**src/rtl/demux_pkg.sv**
```systemverilog
// Shared constants and types for the 16-bit serial demultiplexer.
// Holds the data/select widths, the mode encoding and the scan FSM state type.
package demux_pkg;

  localparam int DATA_W = 16;
  localparam int SEL_W  = 4;

  localparam logic MODE_ADDR = 1'b0;
  localparam logic MODE_SCAN = 1'b1;

  localparam logic [SEL_W-1:0] CNT_LAST = SEL_W'(DATA_W - 1);

  typedef enum logic {
    ST_IDLE = 1'b0,
    ST_SCAN = 1'b1
  } state_t;

  // One-hot bit mask selecting word bit idx.
  function automatic logic [DATA_W-1:0] onehot(input logic [SEL_W-1:0] idx);
    logic [DATA_W-1:0] mask;
    mask      = '0;
    mask[idx] = 1'b1;
    return mask;
  endfunction

endpackage

```
**src/rtl/demux_scan_ctr.sv**
```systemverilog
// Scan index counter for mux_demux16_4: tracks the next scan bit position
// and flags the capture that completes a 16-bit frame.
module demux_scan_ctr
  import demux_pkg::*;
(
  input  logic             clk,
  input  logic             rst,
  input  logic             clear,
  input  logic             mode,
  input  logic             advance,
  output logic [SEL_W-1:0] cnt,
  output logic             wrap
);

  logic [SEL_W-1:0] r_cnt;

  // Addressed mode pins the index at 0 so every scan frame starts from bit 0.
  // NOTE: state registers are written with non-blocking assignments so all
  // flops sample the pre-edge values regardless of block ordering.
  always_ff @(posedge clk) begin
    if (rst || clear || (mode == MODE_ADDR)) begin
      r_cnt <= '0;
    end else if (advance) begin
      r_cnt <= r_cnt + 1'b1;
    end
  end

  assign cnt  = r_cnt;
  assign wrap = advance && (r_cnt == CNT_LAST);

endmodule

```
**src/rtl/mux_demux16_4.sv**
```systemverilog
// 1-to-16 registered serial demultiplexer with addressed and scan modes.
// Optional macro DEMUX16_STROBE_EN adds a one-hot write strobe output.
module mux_demux16_4
  import demux_pkg::*;
#(
  parameter logic [DATA_W-1:0] INIT = 16'h0000
) (
  input  logic              clk,
  input  logic              rst,
  input  logic              in,
  input  logic [SEL_W-1:0]  s,
  input  logic              in_valid,
  input  logic              mode,
  input  logic              clear,
  output logic [DATA_W-1:0] out,
  output logic [SEL_W-1:0]  cnt,
  output logic              frame_done
`ifdef DEMUX16_STROBE_EN
  ,
  output logic [DATA_W-1:0] strobe
`endif
);

  logic [DATA_W-1:0] r_out;
  logic              r_frame_done;
  state_t            r_state;

  logic              w_advance;
  logic              w_wrap;
  logic [SEL_W-1:0]  w_cnt;
  logic [SEL_W-1:0]  w_idx;
  logic [DATA_W-1:0] w_mask;

  // Clear outranks in_valid, so a colliding data bit never advances the scan.
  assign w_advance = in_valid && (mode == MODE_SCAN) && !clear;
  assign w_idx     = (mode == MODE_SCAN) ? w_cnt : s;
  assign w_mask    = onehot(w_idx);

  demux_scan_ctr u_scan_ctr (
    .clk     (clk),
    .rst     (rst),
    .clear   (clear),
    .mode    (mode),
    .advance (w_advance),
    .cnt     (w_cnt),
    .wrap    (w_wrap)
  );

  always_ff @(posedge clk) begin
    if (rst || clear) begin
      r_out <= INIT;
    end else if (in_valid) begin
      r_out <= (r_out & ~w_mask) | ({DATA_W{in}} & w_mask);
    end
  end

  // frame_done is a registered FSM output, so it pulses the cycle after the
  // capture at index 15 and is dropped for frames aborted by clear or mode.
  always_ff @(posedge clk) begin
    if (rst || clear || (mode == MODE_ADDR)) begin
      r_state      <= ST_IDLE;
      r_frame_done <= 1'b0;
    end else begin
      r_frame_done <= 1'b0;
      unique case (r_state)
        ST_IDLE: begin
          if (w_advance) r_state <= ST_SCAN;
        end
        ST_SCAN: begin
          if (w_wrap) begin
            r_state      <= ST_IDLE;
            r_frame_done <= 1'b1;
          end
        end
        default: r_state <= ST_IDLE;
      endcase
    end
  end

`ifdef DEMUX16_STROBE_EN
  logic [DATA_W-1:0] r_strobe;

  always_ff @(posedge clk) begin
    if (rst || clear || !in_valid) begin
      r_strobe <= '0;
    end else begin
      r_strobe <= w_mask;
    end
  end

  assign strobe = r_strobe;
`endif

  assign out        = r_out;
  assign cnt        = w_cnt;
  assign frame_done = r_frame_done;

endmodule

```
**config.mk**
```make
export PLATFORM = sky130hd
export DESIGN_NAME = mux_demux16_4
export DESIGN_NICKNAME = d
export VERILOG_FILES = /design/src/rtl/demux_pkg.sv /design/src/rtl/demux_scan_ctr.sv /design/src/rtl/mux_demux16_4.sv
export SDC_FILE = /design/constraint.sdc
export NUM_CORES = 1
export LEC_CHECK = 0
export CAP_MARGIN = 30
export CORE_ASPECT_RATIO = 0.9
export CORE_MARGIN = 2
export CORE_UTILIZATION = 40
export CTS_CLUSTER_DIAMETER = 100
export DETAILED_ROUTE_END_ITERATION = 6
export PLACE_DENSITY = 0.69
export SLEW_MARGIN = 15
export SYNTH_ARGS = -nofsm -noshare
export SYNTH_HDL_FRONTEND = slang
export SYNTH_SLANG_ARGS = --single-unit
```
**constraint.sdc**
```tcl
create_clock -name clk -period 1.72 [get_ports clk]
set_input_delay 0.258 -clock clk [delete_from_list [all_inputs] [get_ports clk]]
set_output_delay 0.258 -clock clk [all_outputs]
set_load 0.02 [all_outputs]
```
# Word level (Yosys, flattened, before mapping)
# Cells that the tools add are included.
dict set report word_totals {
  ff_bits 22
  latchBits 0
  ramBits 0
  romBits 0
  out_inout_bits 21
  elab_cells 29
  memories 0
}
dict set report classes {
  add_sub_neg 1
  multipliers 0
  div 0
  order_cmp 2
  eq_ne 1
  shift 0
  muxes 7
  n_bitwise 6
  n_reduce_logical 8
}
# op count
set op_table {}
lappend op_table {{16-bit bitwise AND} 2}
lappend op_table {{16-bit NOT} 1}
lappend op_table {{16-bit OR} 1}
lappend op_table {{4-bit by 5-bit < comparator with 1-bit output, second input constant} 1}
lappend op_table {{4-bit by 1-bit adder with 4-bit output, second input constant} 1}
lappend op_table {{1-bit demux with 4-bit select} 1}
lappend op_table {{4-bit equality test, second input constant} 1}
lappend op_table {{4-bit by 1-bit >= comparator with 1-bit output, second input constant} 1}
lappend op_table {{1-bit logical AND} 4}
lappend op_table {{1-bit two-way mux} 4}
lappend op_table {{4-bit two-way mux} 1}
lappend op_table {{1-bit logical OR} 2}
lappend op_table {{1-bit NOT} 2}
lappend op_table {{1-bit one-hot mux with 2 select lines} 1}
lappend op_table {{2-bit OR reduction} 1}
lappend op_table {{1-bit zero test} 1}

# Logic depth before layout (Yosys ltp)
# Gate-level depths: netlist (run 1).
dict set report logic_depth {
  depth_word 8
  ltp_mapped 5
}

# Hierarchy
# A second synthesis (run 1) with hierarchy kept.
dict set report hier_totals {
  cells_unflattened 111
  area_unflattened_um2 1144.8
}
# module n_inst cells_per_inst area_per_inst_um2
set modules_own_cells {}
lappend modules_own_cells {mux_demux16_4 1 93 948.4}
lappend modules_own_cells {demux_scan_ctr 1 18 196.4}

# Worst setup path after synthesis (run 1)
# Ideal clock, no wire load.
dict set report synth_path {
  kind {register -> register}
  startpoint {register u_scan_ctr.r_cnt[0] (netlist: u_scan_ctr.cnt[0])}
  endpoint {register (tool-made name)}
  setup_ns 0.072
  arrival_ns 1.145
  setup_slack_ns 0.503
  stages_incl_launch_ff 4
  path_buffers 0
  period_less_slack_ns 1.217
  cell_sequence {dfxtp_1 > and4bb_2 > o22ai_1 > mux2i_1}
}
# element line_no
set synth_rtl {}
lappend synth_rtl {{start: declaration} demux_scan_ctr.sv:15} ;# logic [SEL_W-1:0] r_cnt;
lappend synth_rtl {{start signal: assignment} demux_scan_ctr.sv:24} ;# r_cnt <= r_cnt + 1'b1;

# Final worst setup path (run 1)
dict set report layout_path {
  startpoint {register u_scan_ctr.r_cnt[0] (netlist: u_scan_ctr.cnt[0])}
  endpoint {output cnt[0]}
}
# element line_no
set layout_rtl {}
lappend layout_rtl {{end: declaration} mux_demux16_4.sv:16} ;# output logic [SEL_W-1:0] cnt,
# No word-level cell between the ends.

==> results of run 1 <==
logic make-up after synthesis:
logic type,after synthesis
simple gates,47
flops,22
compound gates,18
mux,17
buf+inv,5
xor+xnor,2
fa+ha+maj,1
power breakdown:
group	leakage (nW)	internal, mW	total (mW)	switching (mW)
logic	0.472	0.0533	0.106	0.0524
registers	0.178	0.512	0.515	0.00250
clock network	0.0279	0.236	0.397	0.161
synth_stat cells (2+ instances only):
cell	instances	area, um^2
dfxtp_1	22	440
nand2_1	18	67.6
mux2i_1	17	170
o22ai_1	16	100
nor2_1	4	15.0
and3b_1	3	26.3
and4b_1	3	30.0
and4bb_2	3	37.5
nor3b_2	3	37.5
clkbuf_1	2	7.51
nand3_1	2	10.0
nor3_1	2	10.0
area by class of cell:
cell class | instances | area [um^2]
clock buffers | 3 | 22.5
clock inverters | 1 | 30.0
fillers | 243 | 1180
multi-input cells | 85 | 641
flip-flops and latches | 22 | 442
well taps | 30 | 37.5
repair buffers | 34 | 347
final timing paths:
| check | start | to |
|---|---|---|
| hold reg to reg | flop | flop |
| setup reg to reg | u_scan_ctr.cnt[1] | flop |
| hold / removal | flop | flop |
| setup / recovery | u_scan_ctr.cnt[0] | cnt[0] |
metal layers:
metal	share of wire	vias to the layer above
met5	0	-
met2	0.44	39
met1	0.48	460
met3	0.062	6
met4	0.018	0
li1	-	485
==> flow_summary.toml, run 1 <==
[outcome]
status = "completed"

[timing]
min_period_over_period = 0.929
drv_slew = 0
hold_viol = 0
fmax_ghz = 0.626
tightest_slew_ns = 0.485
rsz0062_at_grt = "false"
tns_ns = 0
final-setup-viol-count = 0
finalCriticalPeriod_ns = 1.60
skew_ns = 0.00907
setup_slack_ns = 0.122
whs_ns = 0.470
slew-limit-headroom = 0.676

[die]
die-height_um = 54.2
die_x_um = 59.8
start_util = 0.414
boundaryPins = 31
design.core.area_um2 = 2700
die-area_um2 = 3240
num_rows = 18

[global_route]
grtUsageMet3 = 0.0385
grt-ovfl-total = 0
grt_max_degree = 20
grt_most_used_layer = "met2"
grt_use_met2 = 0.268
track_usage = 0.175
antenna_found_initial = 0
grt_pass1_wl_um = 4280
met1_usage = 0.236
grt_pass1_vias = 953

[setup_path]
path_depth = 1
path_max_fanout = 8
critPathArrivalTime_ns = 1.34
max_stage_delay_ns = 0.62
r2r_setup_slack_ns = 0.47
cp-end-kind = "output pin"
rr_worst_depth = 3
cp_top_family = "buffers and inverters"
crit_path_top_delay_cell = "clkdlybuf4s50_1"
critical_path_buf_inv_count = 1
crit_type = "reg2out"
path_cells = "clkdlybuf4s50_1"
cp_data_required_time_ns = 1.46
critPathLaunchType = "flop"

[routing]
first_pass_iters = 4
drcViolationCount = 0
drtIter0Drc = 46
ant_nets = 0
routed_wirelength_um = 2580
vias = 990
wire_per_inst_um = 14.7
vias_per_cell = 5.66

[finish]
utilization = 0.562
design_area_um2 = 1520
layout_commonest_cell = "clkdlybuf4s50_1"
syn_to_final_growth_pct = 35.6
finalNonFillerCells = 175
diodes = 0
mostFrequentLayoutCells = "27 x clkdlybuf4s50_1, 21 x dfxtp_1, 18 x nand2_1"
drive_above_1_share = 0.131
fin_nets = 157

[yosys]
synthMuxAreaShare = 0.152
synthDistinctLibCells = 29
yosysSeqAreaShare = 0.393
synth_edf_count = 0
synthAdderAreaFrac = 0.0112
synthSimpleGateAreaFrac = 0.295
synth_nets = 123
avgSynthCellArea_um2 = 10.0
synth_top_family_by_area = "simple AND/OR/NAND/NOR gates"
async_flop_share = 0
yosys_warnings = 0
ys_ff_latch = 22
synth-main-ff-cell = "dfxtp_1"
yosys.area_share.xor_xnor = 0.0156
syn_inst = 112
synthesis.area_um2 = 1120
synth-compound-area-share = 0.0983

[clock_tree]
clk_pin_slew_ns = 0.13
postCtsSetupRepairBufs = 0
cts_buffer_depth = 2
clk_latency_ns = 0.31
cts_tree = "done"
cts_sinks = 22
numCtsBuffers = 3
cts_resized = 1
holdBufCountCts = 0
htree_levels = 1
root_buffer = "clkbuf_4"

[run]
maxCapViolations = 0

[power]
p_total_mw = 1.02
p_leak_nw = 0.678
ir_worst_vdd_mv = 0.330
powerDensity_nw_per_um2 = 670

[place]
dpl.hpwl_um = 1840
place_ws_ns = -0.0150
place_inst = 171
place_congestion = 0.911
placed_cell_area_um2 = 1460
numPortBuffers = 30

[hold_path]
min_path_cells = 2
holdCritPathClass = "reg2reg"
(Power assumes the default switching activity.)
==> run 2, diff against run 1 <==
--- a/config.mk
+++ b/config.mk
@@ -7,10 +7,10 @@
 export LEC_CHECK = 0
 export CAP_MARGIN = 30
 export CORE_ASPECT_RATIO = 0.9
-export CORE_MARGIN = 2
 export CORE_UTILIZATION = 40
 export CTS_CLUSTER_DIAMETER = 100
 export DETAILED_ROUTE_END_ITERATION = 6
+export GPL_ROUTABILITY_DRIVEN = 0
 export PLACE_DENSITY = 0.69
 export SLEW_MARGIN = 15
 export SYNTH_ARGS = -nofsm -noshare
==> constraint.sdc (replaced) <==
create_clock -name clk -period 1.72 [get_ports clk]
set_input_delay 0.258 -clock clk [delete_from_list [all_inputs] [get_ports clk]]
set_output_delay 0.258 -clock clk [all_outputs]
set_load 0.005 [all_outputs]
==> run 2 against run 1 <==
The flow now finishes with violations (design-rule violations). Design area decreased by 0.49%. Highest routed layer unchanged. Non-clock buffer count did not move. Maximum frequency fell by 1.3%. Combinational power hardly changed. Worst setup slack lost 0.021 ns. Register-to-register slack got worse by 0.03 ns. Sequential share of layout area is 0.062 points higher. Largest cell class unchanged.
==> flow_summary.toml, run 2 (same netlist as run 1, synthesis figures left out) <==
[setup_path]
cp-end-kind = "output pin"
crit_path_top_delay_cell = "clkdlybuf4s50_1"
critPathArrivalTime_ns = 1.36
path_max_fanout = 8
cp_top_family = "buffers and inverters"
path_cells = "clkdlybuf4s50_1"
cp_data_required_time_ns = 1.46
critical_path_buf_inv_count = 1
max_stage_delay_ns = 0.56
critPathLaunchType = "flop"
crit_type = "reg2out"
r2r_setup_slack_ns = 0.44

[run]
maxCapViolations = 0

[die]
num_rows = 17
boundaryPins = 31
design.core.area_um2 = 2550
die-height_um = 52.2
die-area_um2 = 3020
start_util = 0.439
die_x_um = 57.8

[global_route]
grt_pass1_vias = 908
grt-ovfl-total = 0
track_usage = 0.188
antenna_found_initial = 0
grt_max_degree = 20
grt_pass1_wl_um = 4240

[place]
place_ws_ns = -0.0180
dpl.hpwl_um = 1910
numPortBuffers = 30

[finish]
diodes = 0
fin_nets = 157
layout_commonest_cell = "clkdlybuf4s50_1"
nFillCells = 236
drive_above_1_share = 0.124
mostFrequentLayoutCells = "30 x clkdlybuf4s50_1, 22 x dfxtp_1, 18 x nand2_1"
syn_to_final_growth_pct = 35.0

[routing]
drtIter0Drc = 33
first_pass_iters = 6
ant_nets = 0
routed_wirelength_um = 2600
wire_per_inst_um = 15.0
drcViolationCount = 1
vias = 993
vias_per_cell = 5.74

[timing]
rsz0062_at_grt = "false"
setup_slack_ns = 0.100
tightest_slew_ns = 0.488
fmax_ghz = 0.617
min_period_over_period = 0.942
skew_ns = 0.00725
finalCriticalPeriod_ns = 1.62
slew-limit-headroom = 0.674
final-setup-viol-count = 0
hold_viol = 0
drv_slew = 0

[clock_tree]
cts_resized = 0
cts_sinks = 22
numCtsBuffers = 3
holdBufCountCts = 0
cts_tree = "done"
postCtsSetupRepairBufs = 0
htree_levels = 1
cts_buffer_depth = 2
clk_latency_ns = 0.32
clk_pin_slew_ns = 0.12
root_buffer = "clkbuf_4"

[power]
p_total_mw = 1.03
p_leak_nw = 0.635
powerDensity_nw_per_um2 = 679
ir_worst_vdd_mv = 0.420

[outcome]
status = "finished with violations"
violations = "design-rule violations"

[hold_path]
holdCritPathClass = "reg2reg"
## run 2: cell types whose count changed in the layout (fill, tap and decap cells not counted)
cell | previous run | this run
dlygate4sd2_1 | 1 | 0
clkdlybuf4s50_1 | 27 | 30
dlymetal6s2s_1 | 2 | 0
dfxtp_2 | 1 | 0
dfxtp_1 | 21 | 22
## run 2: final timing paths
check                     from     end  depth (start not counted)
max reg2reg  u_scan_ctr.cnt[0]    flop                          3
max          u_scan_ctr.cnt[2]  cnt[2]                          1
min                       flop    flop                          2
min reg2reg               flop    flop                          2
## run 2: routing by layer
metal | GRT usage | part of all wire | vias up
met5 | 0 | 0 | -
met4 | 0.0476 | 0.0081 | 0
met3 | 0.0568 | 0.050 | 2
met2 | 0.279 | 0.43 | 34
met1 | 0.266 | 0.51 | 473
li1 | - | - | 484
## run 2: per-stage QoR
stage | cells | cell area [um^2] | TNS, ns | hold slack (ns) | util
2_1_floorplan | 112 | 1120 | 0 | 0.455 | -
3_3_place_gp | 169 | 1460 | 0 | 0.447 | 0.572
3_5_place_dp | 169 | 1460 | -0.0334 | 0.454 | 0.572
4_1_cts | 173 | 1510 | 0 | 0.472 | 0.592
5_1_grt | 173 | 1510 | 0 | 0.496 | 0.592
6_report | 173 | 1510 | 0 | 0.469 | 0.592
## run 2: power breakdown
group | internal [mW] | switching (mW)
registers | 0.512 | 0.00257
clock network | 0.236 | 0.173
logic | 0.0532 | 0.0498
total | 0.801 | 0.225
## run 2: tightest hold or removal path, delay by kind of cell, from the launching register on
kind	cells	cell delay, ns
simple gates	1	0.05
mux	1	0.05
flops	1	0.33
## run 2: layout make-up
type	instances	area, um^2	share of cell area
clock buffer	3	22.5	0.0149
clock inverter	1	30.0	0.0199
multi-input combinational	85	641	0.424
sequential	22	440	0.291
tap	28	35.0	0.0232
timing repair buffer	34	343	0.227
==> run 3, diff against run 2 <==
--- a/config.mk
+++ b/config.mk
@@ -12,7 +12,6 @@
 export DETAILED_ROUTE_END_ITERATION = 6
 export GPL_ROUTABILITY_DRIVEN = 0
 export PLACE_DENSITY = 0.69
-export SLEW_MARGIN = 15
 export SYNTH_ARGS = -nofsm -noshare
 export SYNTH_HDL_FRONTEND = slang
 export SYNTH_SLANG_ARGS = --single-unit
==> results of run 3 <==
No change in the layout: final DEF, timing and power equal those of run 2.
